File: config.mk
export PLATFORM = sky130hd
export DESIGN_NAME = cla_mod_counter
export DESIGN_NICKNAME = d
export VERILOG_FILES = /design/src/rtl/cla_counter_pkg.sv /design/src/rtl/cla_step4.sv /design/src/rtl/cla_mod_counter.sv
export SDC_FILE = /design/constraint.sdc
export NUM_CORES = 1
export LEC_CHECK = 0
export BUFFER_PORTS_ARGS = -buffer_cell sky130_fd_sc_hd__buf_4
export CAP_MARGIN = 15
export CORE_MARGIN = 5
export CORE_UTILIZATION = 45
export CTS_CLUSTER_SIZE = 40
export DETAILED_ROUTE_END_ITERATION = 8
export PLACE_DENSITY = 0.69
export SKIP_CTS_REPAIR_TIMING = 1
export SYNTH_ARGS = -nofsm -noshare
export SYNTH_HDL_FRONTEND = slang
export SYNTH_SLANG_ARGS = --single-unit
File: constraint.sdc
create_clock -name clk -period 2.9 [get_ports clk]
set_input_delay 0.29 -clock clk [delete_from_list [all_inputs] [get_ports clk]]
set_output_delay 0.29 -clock clk [all_outputs]
set_load 0.01 [all_outputs]
File: src/rtl/cla_counter_pkg.sv
// rtl/cla_counter_pkg.sv - shared constants, types and helpers for the lookahead modulo counter
package cla_counter_pkg;

  localparam int GROUP_W = 4;

  typedef enum logic {
    DIR_DOWN = 1'b0,
    DIR_UP   = 1'b1
  } dir_e;

  function automatic int group_count(input int width);
    return width / GROUP_W;
  endfunction

endpackage

File: src/rtl/cla_step4.sv
// rtl/cla_step4.sv - 4-bit lookahead add-by-one step: result = op + cin, plus group propagate
module cla_step4
  import cla_counter_pkg::*;
(
  input  logic [GROUP_W-1:0] i_op,
  input  logic               i_cin,
  output logic [GROUP_W-1:0] o_res,
  output logic               o_p
);

  logic [GROUP_W-1:0] w_c;

  // Second operand is zero, so g = 0 and each carry is the AND of the lower bits and cin.
  assign w_c[0] = i_cin;
  assign w_c[1] = i_cin & i_op[0];
  assign w_c[2] = i_cin & i_op[0] & i_op[1];
  assign w_c[3] = i_cin & i_op[0] & i_op[1] & i_op[2];

  assign o_res = i_op ^ w_c;
  assign o_p   = &i_op;

endmodule

File: src/rtl/cla_mod_counter.sv
// rtl/cla_mod_counter.sv - modulo up/down counter on a carry-lookahead +/-1 datapath
// Define CLA_MOD_COUNTER_SAT_EN to saturate at 0/LIMIT instead of wrapping.
module cla_mod_counter
  import cla_counter_pkg::*;
#(
  parameter int          WIDTH = 8,
  parameter int unsigned LIMIT = 255
) (
  input  logic             clk,
  input  logic             rst_n,
  input  logic             en,
  input  logic             up,
  input  logic             load,
  input  logic [WIDTH-1:0] din,
  output logic [WIDTH-1:0] count,
  output logic             tc,
  output logic             zero
);

  localparam int               NG  = group_count(WIDTH);
  localparam logic [WIDTH-1:0] LIM = WIDTH'(LIMIT);

  if ((WIDTH % GROUP_W) != 0 || WIDTH < GROUP_W) begin : g_bad_width
    $error("cla_mod_counter: WIDTH must be a non-zero multiple of 4");
  end

  logic [WIDTH-1:0] r_count;
  logic             r_tc;

  logic             w_up;
  logic [WIDTH-1:0] w_op;
  logic [WIDTH-1:0] w_sum;
  logic [WIDTH-1:0] w_step;
  logic [NG-1:0]    w_gp;
  logic [NG-1:0]    w_gcin;
  logic             w_at_lim;
  logic             w_at_zero;
  logic [WIDTH-1:0] w_count_nxt;
  logic             w_tc_nxt;

  assign w_up = (dir_e'(up) == DIR_UP);

  // Decrement is ~(~count + 1), so the same incrementer serves both directions.
  assign w_op = w_up ? r_count : ~r_count;

  assign w_gcin[0] = 1'b1;

  for (genvar k = 0; k < NG; k++) begin : g_grp
    if (k > 0) begin : g_cin
      assign w_gcin[k] = &w_gp[k-1:0];
    end

    cla_step4 u_step (
      .i_op  (w_op[k*GROUP_W +: GROUP_W]),
      .i_cin (w_gcin[k]),
      .o_res (w_sum[k*GROUP_W +: GROUP_W]),
      .o_p   (w_gp[k])
    );
  end

  assign w_step    = w_up ? w_sum : ~w_sum;
  assign w_at_lim  = (r_count == LIM);
  assign w_at_zero = (r_count == '0);

  always_comb begin
    w_count_nxt = r_count;
    w_tc_nxt    = 1'b0;
    if (load) begin
      w_count_nxt = (din > LIM) ? LIM : din;
    end else if (en) begin
      if (w_up) begin
        if (w_at_lim) begin
`ifdef CLA_MOD_COUNTER_SAT_EN
          w_count_nxt = LIM;
`else
          w_count_nxt = '0;
`endif
          w_tc_nxt    = 1'b1;
        end else begin
          w_count_nxt = w_step;
`ifdef CLA_MOD_COUNTER_SAT_EN
          w_tc_nxt    = (w_step == LIM);
`endif
        end
      end else begin
        if (w_at_zero) begin
`ifdef CLA_MOD_COUNTER_SAT_EN
          w_count_nxt = '0;
`else
          w_count_nxt = LIM;
`endif
          w_tc_nxt    = 1'b1;
        end else begin
          w_count_nxt = w_step;
`ifdef CLA_MOD_COUNTER_SAT_EN
          w_tc_nxt    = (w_step == '0);
`endif
        end
      end
    end
  end

  always_ff @(posedge clk) begin
    if (!rst_n) begin
      r_count <= '0;
      r_tc    <= 1'b0;
    end else begin
      r_count <= w_count_nxt;
      r_tc    <= w_tc_nxt;
    end
  end

  assign count = r_count;
  assign tc    = r_tc;
  assign zero  = w_at_zero;

endmodule

# Word level (Yosys, flattened, before mapping)
# Cells that the tools add are included.
# word_totals
out_inout_bits	10
inputBits	13
elab_cells	30
reg_bits	9
# op_classes
n_mux	11
n_lt_le_gt_ge	1
reduce_logical	4
bitwise_logic	11
eq_ne	1
# op_table
cell	count
two-way mux 8 bit	8
NOT 8 bit	2
== test 8 bit (second input constant)	1
greater-than comparator 8 bit (second input constant)	1
logical NOT 8 bit	1
bitwise XOR 4 bit	2
bitwise AND 1 bit	5
AND reduction 4 bit	1
two-way mux 1 bit	3
OR reduction 3 bit	1
NOT 1 bit	2
nonzero test 2 bit	1

# Logic depth before layout (Yosys ltp)
# Gate-level depths: netlist of run 1.
# logic_depth
depth_word	13
mapped_depth	10

# Hierarchy
# From an unflattened synthesis of run 1, not the netlist that was laid out.
# unflattened
hier_cells	96
hier_area_um2	810.8
# modules_own_cells
module	area_each_um2	instances	cells_per_inst
cla_mod_counter	700.7	1	86
cla_step4	55.1	2	5

# Worst setup path before layout of run 1
# OpenSTA, ideal clock, no wires.
# synth_timing
kind	flip-flop to flip-flop
startpoint	register r_count[0], in the netlist count[0]
endpoint	register r_count[7], in the netlist count[7]
stages_incl_launch_ff	10
setup_slack_ps	834
setup_ps	137
required_ps	2763
t_arrival_ps	1929
path_buffers	0
synth_period_minus_slack_ps	2066
path_cell_list	dfxtp_1 xnor2_1 ha_1 a21boi_1 ha_1 ha_1 ha_1 xor2_1 a211oi_1 a221oi_2
# synth_between
elab_chain_cells	13
word_cells_on_any_way	16
classes_between	1 x eq/ne; 7 x mux; 6 x bitwise; 2 x reduce/logical
# synth_rtl
element	line	rtl
start: declaration	cla_mod_counter.sv:27	logic [WIDTH-1:0] r_count;
start signal: assignment	cla_mod_counter.sv:108	r_count <= w_count_nxt;
NOT 8 bit	cla_mod_counter.sv:44	assign w_op = w_up ? r_count : ~r_count;
two-way mux 8 bit	cla_mod_counter.sv:44	
AND reduction 4 bit	cla_step4.sv:20	assign o_p = &i_op;
bitwise AND 1 bit (3 in series)	cla_step4.sv:17	assign w_c[3] = i_cin & i_op[0] & i_op[1] & i_op[2];
bitwise XOR 4 bit	cla_step4.sv:19	assign o_res = i_op ^ w_c;
NOT 8 bit	cla_mod_counter.sv:61	assign w_step = w_up ? w_sum : ~w_sum;
two-way mux 8 bit	cla_mod_counter.sv:61	
two-way mux 8 bit (on tied branches)	cla_mod_counter.sv:86, cla_mod_counter.sv:72	
two-way mux 8 bit (*)	cla_mod_counter.sv:71	if (w_up) begin
two-way mux 8 bit (*)	cla_mod_counter.sv:70	end else if (en) begin
two-way mux 8 bit (*)	cla_mod_counter.sv:68	if (load) begin
# Every way passes the cells marked *; elsewhere a longest branch is shown, timed or not. The select of a mux whose other input is x is not followed.
# A chain may end at the register's enable or synchronous reset.

# Worst setup path in the final report of run 1
# layout_timing
startpoint	register r_count[1], in the netlist count[1]
endpoint	register r_count[6], in the netlist count[6]
# layout_between
elab_chain_cells	12
word_cells_on_any_way	15
classes_between	1 x eq/ne; 7 x mux; 5 x bitwise; 2 x reduce/logical
# layout_rtl
element	line	rtl
NOT 8 bit	cla_mod_counter.sv:44	
two-way mux 8 bit	cla_mod_counter.sv:44	
AND reduction 4 bit	cla_step4.sv:20	
bitwise AND 1 bit (2 in series)	cla_step4.sv:16	assign w_c[2] = i_cin & i_op[0] & i_op[1];
bitwise XOR 4 bit	cla_step4.sv:19	
NOT 8 bit	cla_mod_counter.sv:61	
two-way mux 8 bit	cla_mod_counter.sv:61	
two-way mux 8 bit (on tied branches)	cla_mod_counter.sv:86, cla_mod_counter.sv:72	
two-way mux 8 bit (*)	cla_mod_counter.sv:71	
two-way mux 8 bit (*)	cla_mod_counter.sv:70	
two-way mux 8 bit (*)	cla_mod_counter.sv:68	
# Marks and branches as above.

==> qor.yml, run 1 <==
worst_setup_path:
  rrSetupSlack_ns: 0.76
  r2r_cells: 9
  start_kind: "register"
  critPathArrivalTime_ns: 2.31
  critPathCaptureType: "register"
  r2r-start: "count[1]"
  critPathMaxFanout: 6
  worst_r2r_endpoint: "count[6]"
  worstSetupPathType: "reg -> reg"
  critical_path_required_ns: 3.07
sta:
  hold_viol_final: 0
  whs_ns: 0.286
  post-route-min-period_ns: 2.14
  report.final.slew_viol_count: 0
  finClkSkew_ns: 0.00374
  finalSetupViolations: 0
  rsz0062_at_grt: "false"
  relSlewSlack_pct: 69.2
  clock.fmax_mhz: 468
  worstMarginPinSlew_ns: 0.459
  fin_crit_sh_pct: 73.7
  fin_tns_setup_ns: 0
route:
  route.detailed.drc: 0
  drt_wl_total_mm: 1.99
  wire_per_inst_um: 15.6
  drtIter0Drc: 12
  first_pass_iters: 4
  num_vias: 734
  via_per_inst: 5.78
  drtAntennaViolNets: 0
floorplanning:
  dieArea_um2: 2670
  num_io_pins: 23
  die_w_um: 51.7
  core_um2: 1690
  fp.dieH_um: 51.7
  rows: 15
  start_util_pct: 46.4
global_routing:
  track_usage_pct: 16.4
  grt_antenna_before_repair: 0
  grt_pass1_wl_mm: 3.34
  grt_overflow: 0
  grt_max_degree: 20
  grt_pass1_vias: 752
cts:
  cts.sinks: 9
  htreeDepth: 1
  clkTransAtPathRegs_ns: 0.07
  numCtsBuffers: 3
  cts_tree: "built"
  cts-root-buf: "clkbuf_4"
  clockBufferDepth: 2
  clkLatencyLatePin_ns: 0.26
synthesis:
  yosys-top-cells-area: "dfxtp_1 23%, a21oi_1 8.3%, ha_1 8.0%, nor3b_1 6.7%, xnor2_1 6.7%"
  synth_mux_area_share_pct: 0
  synth-seq-area-share_pct: 23.0
  synth_async_sr_flop_share_pct: 0
  synth.avg_cell_area_um2: 8.90
  synth.cells.most_frequent: "13 x a21oi_1, 9 x dfxtp_1, 7 x nor3b_1"
  synth_fa_ha_area_share_pct: 7.99
  netlist_area_um2: 783
  synth_xor_area_share_pct: 10.1
  syn_nets: 106
  synth_top_family_by_area: "compound AO/OA/AOI/OAI gates"
  yosysWarnings: 0
  synth_cells: 88
  synth_most_common_cell: "a21oi_1"
  ys_seq_elements: 9
  synth_cell_types: 27
  synth_compound_area_share_pct: 27.8
  synth_enable_flop_cells: 0
  synth_ff_type: "dfxtp_1"
  synthSimpleGateAreaFrac_pct: 27.3
  synth_top_area_share_pct: 23.0
  yosysTopAreaCell: "dfxtp_1"
pwr:
  leakage_nw: 0.408
  irDropWorstVdd_uv: 238
  p_per_area_nw_per_um2: 419
finish:
  fin_nets: 129
  fin_util_pct: 57.9
  area_growth_pct: 24.8
  antennaDiodeCount: 0
  drive_above_1_share_pct: 29.1
place:
  gp_routability_congestion: 0.807
  port_buffers: 22
  hpwl_mm: 1.51
min_path:
  holdCritPathClass: "in -> reg"
  hp-start: "din[0]"
  hold_end: "count[0]"
  holdPathStages: 3
outcome:
  status: "completed"
run:
  drv_cap: 0
-- power by group --
part           switching, W  internal, W  leakage (nW)
Combinational     0.0000747    0.0000775         0.319
Sequential        0.0000238     0.000134        0.0743
Clock             0.0000469    0.0000531        0.0150
-- cell type report --
type                            instances  area (um2)
Fill cell                             170         712
Multi-Input combinational cell         72         573
Sequential cell                         9         180
Timing Repair Buffer                   22         165
Clock buffer                            4        26.3
Tap cell                               17        21.3
Inverter                                3        11.3
-- cells in the final DEF, fill, tap and decap left out, drive strengths merged, types with 3 or more instances in the layout --
cell	count
buf	22
a21oi	13
dfxtp	9
nor3b	7
xnor2	6
nand2b	5
o32ai	5
ha	5
clkbuf	4
nand2	3
inv	3
nor2	3
xor2	3
o21ai	3
nand3	3
-- layer usage --
layer	share of wire, %	routed length, um	up-vias	GRT usage, %
li1	-	-	377	-
met1	46	920	334	20.5
met2	47	942	21	27.8
met3	5.6	111	2	2.87
met4	0.60	12	0	6.55
met5	0	0	-	0
-- metrics by stage --
step / cell area (um2) / worst slack [ns] / total power, W / std cells
floorplan: 783 / 0.834 / 0.000258 / 88
global placement: 951 / 0.795 / 0.000310 / 123
detailed placement: 951 / 0.762 / 0.000313 / 123
CTS: 977 / 0.758 / 0.000413 / 127
global route: 977 / 0.599 / 0.000440 / 127
finish: 977 / 0.763 / 0.000410 / 127
-- flip-flops by register name, summed over array words and instances, names as in the netlist --
signal,count
count,8
tc,1
-- how the worst max path moves through the flow --
stage / startpoint / end / slack, ns / cells after the start
detailed placement: up / count[7] / 0.76 / 10
floorplan: count[0] / count[7] / 0.83 / 9
global route: count[0] / count[6] / 0.60 / 9
finish: count[1] / count[6] / 0.76 / 9
global placement: count[1] / count[7] / 0.80 / 9
CTS: count[1] / count[7] / 0.76 / 9
-- worst max-delay path, stage by stage (launching register included) --
cell,delay [ns]
dfxtp_1,0.52
xnor2_1,0.12
ha_1,0.20
a21boi_1,0.13
ha_1,0.19
ha_1,0.19
ha_1,0.29
nand2b_1,0.09
a21oi_1,0.04
o32ai_1,0.27
-- kinds of logic after synthesis --
logic type	after synthesis
buf+inv	7
flops	9
xor+xnor	9
compound gates	29
simple gates	29
fa+ha+maj	5
No activity file was read; power rests on OpenSTA's default activity.
==> inputs of run 2 (changes only) <==
--- a/config.mk
+++ b/config.mk
@@ -5,13 +5,14 @@
 export SDC_FILE = /design/constraint.sdc
 export NUM_CORES = 1
 export LEC_CHECK = 0
+export ABC_AREA = 1
 export BUFFER_PORTS_ARGS = -buffer_cell sky130_fd_sc_hd__buf_4
 export CAP_MARGIN = 15
 export CORE_MARGIN = 5
 export CORE_UTILIZATION = 45
 export CTS_CLUSTER_SIZE = 40
 export DETAILED_ROUTE_END_ITERATION = 8
-export PLACE_DENSITY = 0.69
+export PLACE_DENSITY = 0.71
 export SKIP_CTS_REPAIR_TIMING = 1
 export SYNTH_ARGS = -nofsm -noshare
 export SYNTH_HDL_FRONTEND = slang
==> constraint.sdc (replaced) <==
create_clock -name clk -period 1.8 [get_ports clk]
set_input_delay 0.18 -clock clk [delete_from_list [all_inputs] [get_ports clk]]
set_output_delay 0.18 -clock clk [all_outputs]
set_load 0.01 [all_outputs]
==> qor.yml, run 2 <==
outcome:
  status: "complete, but fails checks"
  violations: "negative setup slack"
global_routing:
  grt_overflow: 0  # unchanged
  grt_max_degree: 13  # -35%
  grt_pass1_vias: 818  # +8.8%
  gr-usage-met2_pct: 29.5  # +1.8 points
  met3_usage_pct: 2.82  # -0.048 points
  grt-busiest-layer: "met2"
  grt_pass1_wl_mm: 3.60  # +7.8%
  track_usage_pct: 17.9  # +1.4 points
  use_met1_pct: 21.2  # +0.65 points
  grt_antenna_before_repair: 0  # unchanged
worst_setup_path:
  critical_path_required_ns: 2.01  # -1.06 ns
  critPathCaptureType: "register"
  critPathMaxFanout: 5  # -1
  crit_top_cell: "nand2_1"
  critPathArrivalTime_ns: 2.03  # -0.28 ns
  cp_slowest_cell: "dfxtp_4"
  worstPathCellList: "inv_2 -> nand2_1 -> nand2_1 -> ha_2 -> nand3_2 -> nor2_2 -> ha_2 -> ha_4 -> ha_4 -> nor2_2 -> nor2_1 -> nand2_1 -> a21oi_1"
  start_kind: "register"
  worstSetupPathType: "reg -> reg"
  critical_path.top_delay_family: "adder cells"
  max_stage_delay_ns: 0.38  # -0.14 ns
  path_buf_inv: 1  # +1
place:
  port_buffers: 22  # unchanged
  pre_cts_ws_ns: -0.0860  # -0.848 ns
  gp_routability_congestion: 0.857  # +6.2%
  hpwl_mm: 1.71  # +13%
cts:
  numCtsBuffers: 3  # unchanged
  htreeDepth: 1  # unchanged
  cts.sinks: 9  # unchanged
  cts_tree: "built"
  clkTransAtPathRegs_ns: 0.06  # about the same
  cts-root-buf: "clkbuf_4"
  clockBufferDepth: 2  # unchanged
  clkLatencyLatePin_ns: 0.28  # +0.02 ns
sta:
  rsz0062_at_grt: "true"
  worstMarginPinSlew_ns: 0.389  # -0.0699 ns
  relSlewSlack_pct: 74.1  # +4.9 points
  report.final.slew_viol_count: 0  # unchanged
  hold_viol_final: 0  # unchanged
  post-route-min-period_ns: 1.82  # -0.317 ns
  setup_slack_ns: -0.0197  # -0.783 ns
  clock.fmax_mhz: 550  # +17%
  fin_crit_sh_pct: 101  # +27 points
  finalSetupViolations: 1  # +1
  finClkSkew_ns: 0.00380  # +0.0000574 ns
  whs_ns: 0.129  # -0.157 ns
route:
  wire_per_inst_um: 13.1  # -16%
  num_vias: 851  # +16%
  drtAntennaViolNets: 0  # unchanged
  drt_wl_total_mm: 2.25  # +13%
  via_per_inst: 4.95  # -14%
  drtIter0Drc: 12  # unchanged
  route.detailed.drc: 0  # unchanged
  first_pass_iters: 4  # unchanged
pwr:
  p_per_area_nw_per_um2: 610  # +46%
  irDropWorstVdd_uv: 348  # +46%
  leakage_nw: 0.537  # +32%
synthesis:
  netlist_area_um2: 835  # +6.5%
  synth_mux_area_share_pct: 0  # unchanged
  synthSimpleGateAreaFrac_pct: 36.4  # +9.1 points
  synth.avg_cell_area_um2: 7.01  # -21%
  synth_top_area_share_pct: 21.6  # -1.4 points
  synth-seq-area-share_pct: 21.6  # -1.4 points
  yosysTopAreaCell: "dfxtp_1"
  synth.cells.most_frequent: "22 x nand2_1, 14 x inv_1, 13 x nor2_1"
  syn_nets: 137  # +29%
  synth_cell_types: 26  # -3.7%
  synth_enable_flop_cells: 0  # unchanged
  synth_top_family_by_area: "simple AND/OR/NAND/NOR gates"
  synth_ff_type: "dfxtp_1"
  yosys-top-cells-area: "dfxtp_1 22%, nand2_1 9.9%, ha_1 7.5%, a22oi_1 6.3%, inv_1 6.3%"
  synth_compound_area_share_pct: 15.3  # -13 points
  synth_cells: 119  # +35%
  synth_xor_area_share_pct: 6.30  # -3.8 points
  ys_seq_elements: 9  # unchanged
  synth_most_common_cell: "nand2_1"
  yosysWarnings: 0  # unchanged
  synth_fa_ha_area_share_pct: 7.50  # -0.49 points
  synth_async_sr_flop_share_pct: 0  # unchanged
finish:
  antennaDiodeCount: 0  # unchanged
  drive_above_1_share_pct: 42.2  # +13 points
  mostFrequentLayoutCell: "buf_4"
  largest_reg_flops: 8  # unchanged
  area_growth_pct: 34.8
  final_cell_mix: "27 x buf_4, 22 x nand2_1, 13 x inv_1"
  fin_util_pct: 64.4  # +6.6 points
  fin_nets: 166  # +29%
floorplanning:
  die_w_um: 53.1  # +2.6%
  core_um2: 1750  # +3.3%
  start_util_pct: 47.8  # +1.4 points
  fp.dieH_um: 53.1  # +2.6%
  rows: 15  # unchanged
  dieArea_um2: 2820  # +5.3%
  num_io_pins: 23  # unchanged
min_path:
  holdCritPathClass: "in -> reg"
run:
  drv_cap: 0  # unchanged
==> run 2: changes by cell type after synthesis, moves of 7 or more <==
cell / previous run / this run
nand2_1: 3 / 22
a21oi_1: 13 / 4
nor3b_1: 7 / 0
a22oi_1: 0 / 7
inv_1: 3 / 14
nand3_1: 2 / 9
nor2_1: 3 / 13
==> run 2: routing by layer <==
metal	share of wire [%]	vias to the layer above
li1	-	444
met1	41	377
met2	51	22
met3	4.8	8
met4	2.8	0
met5	0	-
==> run 2: through the flow <==
step                power, W  cell area, um2  setup TNS, ns  cells
floorplan           0.000417             866              0    119
global placement    0.000500            1060        -0.0112    168
detailed placement  0.000507            1060         -0.126    168
CTS                 0.000682            1090         -0.157    172
global route        0.000741            1120         -0.214    172
finish              0.000687            1120        -0.0197    172
==> run 2: worst paths after layout <==
check | from | to | slack [ns] | cells past startpoint
worst max register to register | count[1] | count[6] | -0.02 | 13
worst min register to register | count[1] | count[1] | 0.65 | 2
worst min-delay path | rst_n | count[0] | 0.13 | 3
worst max-delay path | count[1] | count[6] | -0.02 | 13
==> run 2: final cells by class <==
type,count,area (um2)
fillers,172,621
repair buffers,27,203
multi-input cells,87,602
well taps,25,31.3
inverters,20,77.6
flip-flops and latches,9,185
clock buffers,4,26.3
==> run 2: tightest hold or removal path: stages <==
cell,delay (ns)
buf_4,0.09
o21ai_1,0.06
inv_1,0.04
==> run 2: where the power goes <==
part	internal [W]	switching (W)	total, W	leakage, nW
registers	0.000215	0.0000215	0.000236	0.0753
logic	0.000131	0.000148	0.000279	0.447
clock network	0.0000861	0.0000852	0.000171	0.0150
==> run 2: cells by family after synthesis <==
group | count (synthesis)
buffers and inverters | 23
adders and majority gates | 5
xor gates and xnor gates | 6
AOI/OAI and AO/OA | 19
and+or+nand+nor | 57
DFF | 9
